[config.mk]
export PLATFORM = sky130hd
export DESIGN_NAME = pong_match_ctrl_flat
export DESIGN_NICKNAME = d
export VERILOG_FILES = /design/src/rtl/pong_match_ctrl_if.sv /design/src/rtl/pong_match_ctrl.sv /design/src/flat_wrapper.sv
export SDC_FILE = /design/constraint.sdc
export NUM_CORES = 1
export LEC_CHECK = 0
export CAP_MARGIN = 20
export CORE_MARGIN = 2
export CORE_UTILIZATION = 25
export DETAILED_ROUTE_END_ITERATION = 6
export HOLD_SLACK_MARGIN = 0.15
export PLACE_DENSITY = 0.56
export SYNTH_ARGS = -nofsm -noshare
export SYNTH_HDL_FRONTEND = slang
export SYNTH_SLANG_ARGS = --single-unit
[constraint.sdc]
create_clock -name clk -period 1.9 [get_ports clk]
set_input_delay 0.285 -clock clk [delete_from_list [all_inputs] [get_ports clk]]
set_output_delay 0.285 -clock clk [all_outputs]
set_load 0.05 [all_outputs]
[src/rtl/pong_match_ctrl_if.sv]
// Match controller bus: frame/button/miss inputs toward the sequencer and
// ball-gating, score and status outputs back to the datapath and display.
interface pong_match_ctrl_if #(
  parameter int SCORE_W = 4
);
  logic               frame_tick;
  logic               start_btn;
  logic               miss_left;
  logic               miss_right;
  logic               ball_run;
  logic               ball_reset;
  logic               serve_dir;
  logic [SCORE_W-1:0] score_left;
  logic [SCORE_W-1:0] score_right;
  logic               game_over;
  logic               winner;
  logic [2:0]         state;

  modport master (
    output frame_tick, start_btn, miss_left, miss_right,
    input  ball_run, ball_reset, serve_dir, score_left, score_right,
    input  game_over, winner, state
  );

  modport slave (
    input  frame_tick, start_btn, miss_left, miss_right,
    output ball_run, ball_reset, serve_dir, score_left, score_right,
    output game_over, winner, state
  );
endinterface

[src/rtl/pong_match_ctrl.sv]
// Pong match sequencer: serve/play/point/over FSM, score keeping and winner.
// Define PONG_WIN_BY_TWO_EN for win-by-two scoring with deuce fold.
module pong_match_ctrl #(
  parameter int SCORE_W      = 4,
  parameter int WIN_SCORE    = 9,
  parameter int SERVE_FRAMES = 60,
  parameter int POINT_FRAMES = 30,
  parameter int CNT_W        = 7
) (
  input  logic             clk,
  input  logic             reset,
  pong_match_ctrl_if.slave bus
);

  typedef enum logic [2:0] {
    IDLE  = 3'd0,
    SERVE = 3'd1,
    PLAY  = 3'd2,
    POINT = 3'd3,
    OVER  = 3'd4
  } state_t;

  localparam logic [SCORE_W-1:0] WIN_V      = SCORE_W'(WIN_SCORE);
  localparam logic [SCORE_W-1:0] SCORE_MAX  = {SCORE_W{1'b1}};
  localparam logic [CNT_W-1:0]   SERVE_LOAD = CNT_W'(SERVE_FRAMES - 1);
  localparam logic [CNT_W-1:0]   POINT_LOAD = CNT_W'(POINT_FRAMES - 1);

  state_t             state_reg;
  logic [CNT_W-1:0]   cnt_reg;
  logic [SCORE_W-1:0] score_left_reg;
  logic [SCORE_W-1:0] score_right_reg;
  logic               ball_run_reg;
  logic               ball_reset_reg;
  logic               serve_dir_reg;
  logic               game_over_reg;
  logic               winner_reg;

  logic [SCORE_W-1:0] left_inc;
  logic [SCORE_W-1:0] right_inc;
  logic [SCORE_W-1:0] left_next;
  logic [SCORE_W-1:0] right_next;
  logic               win_left;
  logic               win_right;

  // Saturating increments keep scores from wrapping.
  assign left_inc  = (score_left_reg == SCORE_MAX) ? score_left_reg
                                                   : score_left_reg + SCORE_W'(1);
  assign right_inc = (score_right_reg == SCORE_MAX) ? score_right_reg
                                                    : score_right_reg + SCORE_W'(1);

  always_comb begin
    left_next  = score_left_reg;
    right_next = score_right_reg;
    if (bus.miss_left && !bus.miss_right) begin
      right_next = right_inc;
    end else if (bus.miss_right && !bus.miss_left) begin
      left_next = left_inc;
    end
`ifdef PONG_WIN_BY_TWO_EN
    // Deuce fold: tied at or above the target drops both back by one.
    if ((left_next == right_next) && (left_next >= WIN_V)) begin
      left_next  = WIN_V - SCORE_W'(1);
      right_next = WIN_V - SCORE_W'(1);
    end
`endif
  end

`ifdef PONG_WIN_BY_TWO_EN
  logic [SCORE_W:0] left_x;
  logic [SCORE_W:0] right_x;
  assign left_x    = {1'b0, score_left_reg};
  assign right_x   = {1'b0, score_right_reg};
  assign win_left  = (score_left_reg >= WIN_V) && (left_x >= right_x + (SCORE_W+1)'(2));
  assign win_right = (score_right_reg >= WIN_V) && (right_x >= left_x + (SCORE_W+1)'(2));
`else
  assign win_left  = (score_left_reg >= WIN_V);
  assign win_right = (score_right_reg >= WIN_V);
`endif

  always_ff @(posedge clk) begin
    if (reset) begin
      state_reg       <= IDLE;
      cnt_reg         <= '0;
      score_left_reg  <= '0;
      score_right_reg <= '0;
      ball_run_reg    <= 1'b0;
      ball_reset_reg  <= 1'b0;
      serve_dir_reg   <= 1'b0;
      game_over_reg   <= 1'b0;
      winner_reg      <= 1'b0;
    end else begin
      ball_reset_reg <= 1'b0;
      case (state_reg)
        IDLE, OVER: begin
          if (bus.start_btn) begin
            state_reg       <= SERVE;
            cnt_reg         <= SERVE_LOAD;
            score_left_reg  <= '0;
            score_right_reg <= '0;
            serve_dir_reg   <= 1'b1;
            ball_reset_reg  <= 1'b1;
            game_over_reg   <= 1'b0;
          end
        end
        SERVE: begin
          if (bus.frame_tick) begin
            if (cnt_reg == '0) begin
              state_reg    <= PLAY;
              ball_run_reg <= 1'b1;
            end else begin
              cnt_reg <= cnt_reg - CNT_W'(1);
            end
          end
        end
        PLAY: begin
          if (bus.miss_left || bus.miss_right) begin
            state_reg       <= POINT;
            ball_run_reg    <= 1'b0;
            cnt_reg         <= POINT_LOAD;
            score_left_reg  <= left_next;
            score_right_reg <= right_next;
            // Next serve heads toward whoever lost the point; a let keeps it.
            if (bus.miss_left && !bus.miss_right) begin
              serve_dir_reg <= 1'b0;
            end else if (bus.miss_right && !bus.miss_left) begin
              serve_dir_reg <= 1'b1;
            end
          end
        end
        POINT: begin
          if (bus.frame_tick) begin
            if (cnt_reg == '0) begin
              if (win_left || win_right) begin
                state_reg     <= OVER;
                game_over_reg <= 1'b1;
                winner_reg    <= win_right;
              end else begin
                state_reg      <= SERVE;
                cnt_reg        <= SERVE_LOAD;
                ball_reset_reg <= 1'b1;
              end
            end else begin
              cnt_reg <= cnt_reg - CNT_W'(1);
            end
          end
        end
        default: state_reg <= IDLE;
      endcase
    end
  end

  assign bus.ball_run    = ball_run_reg;
  assign bus.ball_reset  = ball_reset_reg;
  assign bus.serve_dir   = serve_dir_reg;
  assign bus.score_left  = score_left_reg;
  assign bus.score_right = score_right_reg;
  assign bus.game_over   = game_over_reg;
  assign bus.winner      = winner_reg;
  assign bus.state       = state_reg;

endmodule
[src/flat_wrapper.sv]
// flat-port wrapper written by rule: the top's interface ports become plain ports
module pong_match_ctrl_flat 
#(
  parameter int SCORE_W      = 4,
  parameter int WIN_SCORE    = 9,
  parameter int SERVE_FRAMES = 60,
  parameter int POINT_FRAMES = 30,
  parameter int CNT_W        = 7
)
  (clk, reset, bus_frame_tick, bus_start_btn, bus_miss_left, bus_miss_right, bus_ball_run, bus_ball_reset, bus_serve_dir, bus_score_left, bus_score_right, bus_game_over, bus_winner, bus_state);
  pong_match_ctrl_if #(.SCORE_W(SCORE_W)) bus_i ();
  input  logic clk;
  input  logic reset;
  input wire logic [$bits(bus_i.frame_tick)-1:0] bus_frame_tick;
  input wire logic [$bits(bus_i.start_btn)-1:0] bus_start_btn;
  input wire logic [$bits(bus_i.miss_left)-1:0] bus_miss_left;
  input wire logic [$bits(bus_i.miss_right)-1:0] bus_miss_right;
  output wire logic [$bits(bus_i.ball_run)-1:0] bus_ball_run;
  output wire logic [$bits(bus_i.ball_reset)-1:0] bus_ball_reset;
  output wire logic [$bits(bus_i.serve_dir)-1:0] bus_serve_dir;
  output wire logic [$bits(bus_i.score_left)-1:0] bus_score_left;
  output wire logic [$bits(bus_i.score_right)-1:0] bus_score_right;
  output wire logic [$bits(bus_i.game_over)-1:0] bus_game_over;
  output wire logic [$bits(bus_i.winner)-1:0] bus_winner;
  output wire logic [$bits(bus_i.state)-1:0] bus_state;
  assign bus_i.frame_tick = bus_frame_tick;
  assign bus_i.start_btn = bus_start_btn;
  assign bus_i.miss_left = bus_miss_left;
  assign bus_i.miss_right = bus_miss_right;
  assign bus_ball_run = bus_i.ball_run;
  assign bus_ball_reset = bus_i.ball_reset;
  assign bus_serve_dir = bus_i.serve_dir;
  assign bus_score_left = bus_i.score_left;
  assign bus_score_right = bus_i.score_right;
  assign bus_game_over = bus_i.game_over;
  assign bus_winner = bus_i.winner;
  assign bus_state = bus_i.state;
  pong_match_ctrl #(.SCORE_W(SCORE_W), .WIN_SCORE(WIN_SCORE), .SERVE_FRAMES(SERVE_FRAMES), .POINT_FRAMES(POINT_FRAMES), .CNT_W(CNT_W)) u_core (.clk(clk), .reset(reset), .bus(bus_i));
endmodule
* Yosys cells after proc, flatten, opt, wreduce, memory -nomap -nowiden
Index checks and enable logic that the tools add are counted.
** Word-level totals
- Register bits after elaboration :: 23
- Input bits :: 6
- Output and inout port bits :: 16
** Cells by class
- Add/subtract/negate cells :: 3
- Order comparisons :: 2
- Equality and inequality tests :: 21
- Mux-type cells :: 45
- Reductions and logical operators :: 21
** Operators with widths (number)
- $mux W7 :: 7
- $mux W4 :: 8
- $pmux W7 S4 :: 1
- $mux W3 :: 7
- $pmux W4 S2 :: 2
- $mux W1 :: 15
- $ne A2 B2 Y1 const B :: 7
- $ne A2 B1 Y1 const B :: 6
- $pmux W3 S4 :: 1
- $reduce_and A4 Y1 :: 3
- $reduce_and A6 Y1 :: 2
- $reduce_and A5 Y1 :: 2
- $add A4 B1 Y4 const B :: 2
- $eq A4 B4 Y1 const B :: 2
- $ge A4 B4 Y1 const B :: 2
- $pmux W1 S2 :: 4
- $logic_not A7 Y1 :: 1
- $reduce_and A7 Y1 :: 1
- $sub A7 B1 Y7 const B :: 1
- $eq A3 B2 Y1 const B :: 2
- $reduce_bool A2 Y1 :: 3
- $reduce_bool A4 Y1 :: 1
- $eq A3 B1 Y1 const B :: 1
- $eq A3 B3 Y1 const B :: 1
- 7 further kinds :: 10

* Logic depth before layout (Yosys ltp)
Gate-level depths: netlist (run 1).
- Depth after elaboration :: 6
- Depth in mapped cells :: 8

* Worst setup path before layout (run 1)
Ideal clock, no wire load.
- Kind :: reg-to-reg
- Start :: register u_core.score_right_reg[1], in the netlist u_core.bus.score_right[1]
- End :: register u_core.cnt_reg[2]
- Data arrival time :: 2168 ps
- Data required time :: 1832 ps
- Slack :: -336 ps
- Cell stages (with the launch flop) :: 8
- Period minus slack after synthesis :: 2236 ps
- Path through :: dfxtp_1 inv_1 ha_1 or3b_4 a22oi_4 nor3_2 a2111o_1 a21oi_2
** On the way
- Word-level cells in the longest chain between the ends :: 4
** Ends and longest elaborated chain
- start, declared :: RTL line pong_match_ctrl.sv:31 : logic [SCORE_W-1:0] score_right_reg;
- start signal, assigned :: RTL line pong_match_ctrl.sv:121 : score_right_reg <= right_next;
- $ge A4 B4 Y1 :: RTL line pong_match_ctrl.sv:77 : assign win_right = (score_right_reg >= WIN_V);
- $logic_or A1 B1 Y1 :: RTL line pong_match_ctrl.sv:133 : if (win_left || win_right) begin
- $ne A3 B3 Y1 (no source line)
- $reduce_and A7 Y1 (no source line)
- end signal, assigned :: RTL line pong_match_ctrl.sv:111 : cnt_reg <= cnt_reg - CNT_W'(1);
- end signal, assigned :: RTL line pong_match_ctrl.sv:143 : cnt_reg <= cnt_reg - CNT_W'(1);
- end, declared :: RTL line pong_match_ctrl.sv:29 : logic [CNT_W-1:0] cnt_reg;
Every way passes these cells.
A chain may end at the register's enable or synchronous reset.

* Worst setup path in the final report (run 1)
- Start :: register u_core.score_right_reg[0], in the netlist u_core.bus.score_right[0]
- End :: register u_core.cnt_reg[2]
Same word-level chain as after synthesis.

==> metrics.txt, run 1 <==
result of the run=finished, final reports clean; synthesized instance count=164; number of filler instances in the final layout=577; instance count along the most critical hold path=2; Finish-stage setup viols=0; worst endpoint required time=2110 ps; wire length of the first global-routing pass=5.816 mm; Detail Route Antenna Nets=0; Final Routed Wirelength=3.525 mm; Syn Std Cell Area=1436 sq um; flip-flop count of the largest register, all copies and words added=7; max-slew violations=0; routed vias/inst=4.768; number of standard cells in the layout, taps in and fillers out=272; number of buffers created by CTS=3; Die ar.=6368 sq um; remaining max-slew budget at the tightest pin=66.48%; Ys Warns=0; number of antenna cells inserted=0; signed area change from the synthesized netlist to the final layout=38.50%; die height=79.80 microns; worst setup slack for register-to-register paths=50 ps; number of flip-flops and latches in the synthesized netlist=23; area inside the core boundary=5540 sq um; most area-consuming cells after synthesis=sky130_fd_sc_hd__dfxtp_1 (32%), sky130_fd_sc_hd__ha_1 (6.1%), sky130_fd_sc_hd__nor2_1 (4.4%); final worst path period need=1846 ps; Worst Setup End Kind=flop; share of the synthesized area in the top cell type=32.06%; H-tree lvl count=1; setup tns final=0 ps; clk_lat worst skew=280 ps; Fmax=541.7 MHz; number of global-route vias before repair=1178; largest buffer count on any clock path=2; count of boundary I/O pins=22; worst ir drop on vdd=0.2890 mV; TritonCTS clock tree=yes; average size of a mapped cell=8.758 sq um; worst reg2reg path endpoint=u_core.cnt_reg[2]; final count of hold timing violations=0; largest net degree at the start of global routing=18; crit path setup slack, layout=53.82 ps; number of iterations in the first detailed-routing pass=4; average wire per standard cell=12.96 microns; Initial Utilization=25.93%; setup skew after layout=8.701 ps; total global routing overflow=0; drt drc=0; cells on worst reg2reg path=7; Hold Path Sink=u_core.bus.game_over; post-layout power=1.417 mW; syn_nets=177; Clock transition at path regs=90 ps; worst min path class=reg2reg; clock sink count=23; number of port buffers=21; number of distinct library cell variants in the gate-level netlist after synthesis=45; cell type contributing the most total cell area after synthesis=sky130_fd_sc_hd__dfxtp_1; Setup crit start kind=flop; Max-Cap Viols=0; number of rows in the core area=27; number of nets in the layout=214; proportion of layout cells with a drive suffix above 1=30.50%; Worst R2R Start=u_core.bus.score_right[0]; horizontal die dimension=79.80 microns; total leakage power=0.7985 nW; initial antenna violation count=0; Final HPWL DP=2.554 mm; First DRT Iteration DRCs=126; Root Buffer Master=sky130_fd_sc_hd__clkbuf_8; Placed Instances=266; gp weighted congestion=0.8328; cell area after layout=1989 sq um; largest fanout on the critical path=6; Seq/Total Area, Yosys=32.06%; fraction of the cycle the final worst path needs=97.17%; Post-DP Area=1837 sq um; via total after detailed routing=1297; pin slew with the least headroom to its limit=501.3 ps; startpoint of the lowest-slack hold path=u_core.bus.game_over; Worst Setup Slack post-DPL=-149.0 ps; WS Path Type=reg2reg; cts hold-fix bufs=0; global-route usage over all layers=11.79%; arrival time at the worst endpoint=2060 ps; areal power density over the cells=712.1 nW/um^2
what timing repair did:
item                                    CTS  global route
buffers inserted                          0             2
endpoints found under the setup margin    4            11
pin swaps                                 0             2
gates resized for setup                   5            18
power by group:
group | total (mW) | leakage, nW | switching [mW] | internal [mW]
registers | 0.574 | 0.191 | 0.0582 | 0.516
clock network | 0.320 | 0.0228 | 0.170 | 0.150
logic | 0.522 | 0.585 | 0.275 | 0.247
total | 1.42 | 0.798 | 0.503 | 0.914
metrics by stage:
step                utilization (%)  hold WS, ps
floorplan                         -        433.0
global placement              33.15        455.5
detailed placement            33.15        462.1
CTS                           34.39        483.5
global route                  35.91        521.9
finish                        35.91        476.5
area by class of cell:
cell class,instances,area (sq um),share of cell area (%)
Timing Repair Buffer,38,342.8,17.23
Tap cell,72,90.09,4.528
Multi-Input combinational cell,127,1005,50.50
Sequential cell,23,474.2,23.84
Inverter,8,32.53,1.635
Clock buffer,4,45.04,2.264
worst max-delay path: stages, from the launching register on:
cell and delay (ps):
sky130_fd_sc_hd__dfxtp_4 380, sky130_fd_sc_hd__inv_2 70, sky130_fd_sc_hd__ha_4 110, sky130_fd_sc_hd__or3b_4 390, sky130_fd_sc_hd__a22oi_4 250, sky130_fd_sc_hd__nor3_4 100
sky130_fd_sc_hd__a2111o_1 360, sky130_fd_sc_hd__a21oi_2 110
per-layer routing:
| metal | track usage, % | vias up | part of all wire [%] |
|---|---|---|---|
| met4 | 6.102 | 0 | 2.2 |
| li1 | - | 661 | - |
| met1 | 16.54 | 604 | 51 |
| met5 | 0 | - | 0 |
| met2 | 17.39 | 27 | 44 |
| met3 | 1.697 | 5 | 3.2 |
cell usage in the layout (no fill, tap or decap), types with 4 or more instances in the layout:
cell                              count
sky130_fd_sc_hd__a21oi_1             11
sky130_fd_sc_hd__nand2_1             10
sky130_fd_sc_hd__dfxtp_1             18
sky130_fd_sc_hd__or3b_4               4
sky130_fd_sc_hd__nand3_1              9
sky130_fd_sc_hd__ha_1                 4
sky130_fd_sc_hd__nor3_1               7
sky130_fd_sc_hd__nor2_1              17
sky130_fd_sc_hd__nor3_2               4
sky130_fd_sc_hd__inv_1                6
sky130_fd_sc_hd__buf_4               20
sky130_fd_sc_hd__clkdlybuf4s50_1     16
logic make-up (layout without fill, tap and decap cells):
| family | Yosys count | count (layout) | share of synthesized area, % |
|---|---|---|---|
| DFF | 23 | 23 | 32.06 |
| muxes | 4 | 4 | 2.875 |
| xor gates and xnor gates | 6 | 6 | 3.659 |
| adders and majority gates | 7 | 7 | 6.097 |
| buffers and inverters | 14 | 50 | 4.094 |
| AOI/OAI and AO/OA | 33 | 33 | 19.43 |
| and+or+nand+nor | 77 | 77 | 31.79 |
worst max path at each step:
| stage | from | end | slack (ps) |
|---|---|---|---|
| after detailed placement | bus_start_btn | u_core.cnt_reg[1] | -150 |
| after global placement | bus_start_btn | u_core.cnt_reg[1] | -110 |
| after CTS | u_core.bus.score_right[1] | u_core.cnt_reg[2] | 8 |
| after floorplan | u_core.bus.score_right[1] | u_core.cnt_reg[2] | -40 |
| final | u_core.bus.score_right[0] | u_core.cnt_reg[2] | 50 |
| after global routing | u_core.bus.score_left[1] | u_core.cnt_reg[2] | -10 |
synth_stat cells, drive strengths merged:
library cell and instances:
a2111oi 1, o2bb2ai 1, clkbuf 1, nand2 10, nor2 17, nor4b 1
nor3 13, a2111o 1, a31oi 3, a21oi 13, dfxtp 23, or2 2
mux2 1, or4 2, nand2b 2, nand4 3, a22o 1, nor2b 3
or3 4, o31ai 2, a2bb2oi 1, a22oi 1, a211oi 2, ha 7
buf 5, mux2i 3, or4b 1, xnor2 3, and3 2, nand4bb 1
o41ai 1, or3b 4, inv 8, o21ai 6, nor3b 2, nand3 10
xor2 3
(Power assumes the default switching activity.)
==> inputs of run 2 (changes only) <==
- CORE_UTILIZATION: 25 -> 48
- PLACE_DENSITY: 0.56 -> 0.86
==> run 2 against run 1 <==
Against the previous run:
- cell count down 17%
- critical path depth did not move
- sequential cell count did not move
- sequential power down 1%
- die area fell by 46%
- non-clock buffer count decreased by 5
- worst hold slack improved by 11 ps
- clock power fell by 28%
- power fell by 7.5%
- clock skew rose by 1.7 ps
- critical path type unchanged
==> metrics.txt, run 2 (synthesis results as in run 1) <==
via total after detailed routing=1369; worst min path class=reg2reg; worst ir drop on vdd=0.3374 mV; met1 usage in global routing=24.76%; proportion of layout cells with a drive suffix above 1=28.21%; areal power density over the cells=707.0 nW/um^2; number of buffers created by CTS=3; largest fanout on the critical path=6; count of boundary I/O pins=22; crit path setup slack, layout=44.28 ps; setup skew after layout=10.44 ps; wire length of the first global-routing pass=5.871 mm; Final HPWL DP=2.581 mm; WS Path Type=reg2reg; number of filler instances in the final layout=219; setup tns final=0 ps; cell area after layout=1854 sq um; number of port buffers=21; die height=58.71 microns; RSZ-0062 raised after global routing=yes; total leakage power=0.8050 nW; average wire per standard cell=15.81 microns; fraction of the cycle the final worst path needs=97.67%; Finish-stage setup viols=0; final count of hold timing violations=0; Detail Route Antenna Nets=0; arrival time at the worst endpoint=2070 ps; maximum cell stage delay along the critical path=390 ps; Reg area=474.2 sq um; Post-DP Area=1755 sq um; max-slew violations=0; Max-Cap Viols=0; Final Routed Wirelength=3.572 mm; cells on worst reg2reg path=7; global-route usage over all layers=21.51%; Initial Utilization=51.20%; H-tree lvl count=1; gp weighted congestion=0.8923; signed area change from the synthesized netlist to the final layout=29.09%; final worst path period need=1856 ps; TritonCTS clock tree=yes; Setup crit start kind=flop; number of iterations in the first detailed-routing pass=4; critical-path cell with the highest stage delay=sky130_fd_sc_hd__dfxtp_4; commonest non-fill, non-tap cell in the layout=sky130_fd_sc_hd__dfxtp_1; GR Util met2=41.25%; flip-flop count of the largest register, all copies and words added=7; instance count along the most critical hold path=2; number of global-route vias before repair=1378; Root Buffer Master=sky130_fd_sc_hd__clkbuf_4; largest net degree at the start of global routing=18; drt drc=0; pin slew with the least headroom to its limit=513.0 ps; Fmax=538.9 MHz; area inside the core boundary=2805 sq um; remaining max-slew budget at the tightest pin=65.69%; largest buffer count on any clock path=2; Worst Setup Slack post-DPL=-139.3 ps; Clock transition at path regs=140 ps; number of nets in the layout=209; clk_lat worst skew=310 ps; horizontal die dimension=58.71 microns; clock sink count=23; minimum hold slack=487.2 ps; result of the run=finished, final reports clean; initial antenna violation count=0; met3 track demand over resource in global routing=2.857%; number of rows in the core area=19; total global routing overflow=0; worst endpoint required time=2110 ps; most frequent cells in the layout=sky130_fd_sc_hd__dfxtp_1 (18), sky130_fd_sc_hd__nor2_1 (17), sky130_fd_sc_hd__buf_4 (15); multi-input logic area=970.9 sq um; routed vias/inst=6.058; cell-by-cell listing of the critical path=inv_1 > ha_1 > or3b_4 > a22oi_4 > nor3_4 > a2111oi_1 > nor3_1; number of antenna cells inserted=0; Worst Setup End Kind=flop; cts hold-fix bufs=0; Die ar.=3446 sq um; First DRT Iteration DRCs=74; most congested layer reported by global routing=met2
-- run 2: worst paths after layout --
path,slack (ps),from,to
hold / removal,490,u_core.bus.game_over,u_core.bus.game_over
setup reg to reg,40,u_core.bus.score_right[0],u_core.cnt_reg[1]
hold reg to reg,490,u_core.bus.game_over,u_core.bus.game_over
setup / recovery,40,u_core.bus.score_right[0],u_core.cnt_reg[1]
-- run 2: where the power goes --
group	switching [mW]	total, mW	internal [mW]
Sequential	0.0509	0.567	0.516
Clock	0.154	0.232	0.0786
Combinational	0.282	0.511	0.230
Total	0.486	1.31	0.825
-- run 2: per-layer routing --
layer / vias up / part of all wire [%]
met4: 0 / 2.2
li1: 655 / -
met3: 10 / 5.2
met2: 49 / 53
met1: 655 / 40
met5: - / 0
-- run 2: layout make-up --
class | count | area share, %
Clock buffer | 3 | 1.215
Clock inverter | 1 | 0.2699
Inverter | 8 | 1.619
Multi-Input combinational cell | 127 | 52.36
Sequential cell | 23 | 25.57
Tap cell | 31 | 2.092
Timing Repair Buffer | 33 | 16.87
-- run 2: what timing repair did --
action	in CTS	in global routing
gates resized for setup	2	18
setup endpoints to repair	4	14
pin swaps	1	4
buffers inserted	0	1
-- run 2: critical path, delay by kind of cell (launching register included) --
kind / cells / cell delay, ps
AOI/OAI and AO/OA: 2 / 610
adders and majority gates: 1 / 120
buffers and inverters: 1 / 50
DFF: 1 / 390
and+or+nand+nor: 3 / 580
-- run 2: per-stage QoR --
step	power, mW	utilization, %	cells
2_1_floorplan	0.8946	-	164
3_3_place_gp	1.016	62.58	221
3_5_place_dp	1.037	62.58	221
4_1_cts	1.278	63.83	225
5_1_grt	1.380	66.10	226
6_report	1.311	66.10	226
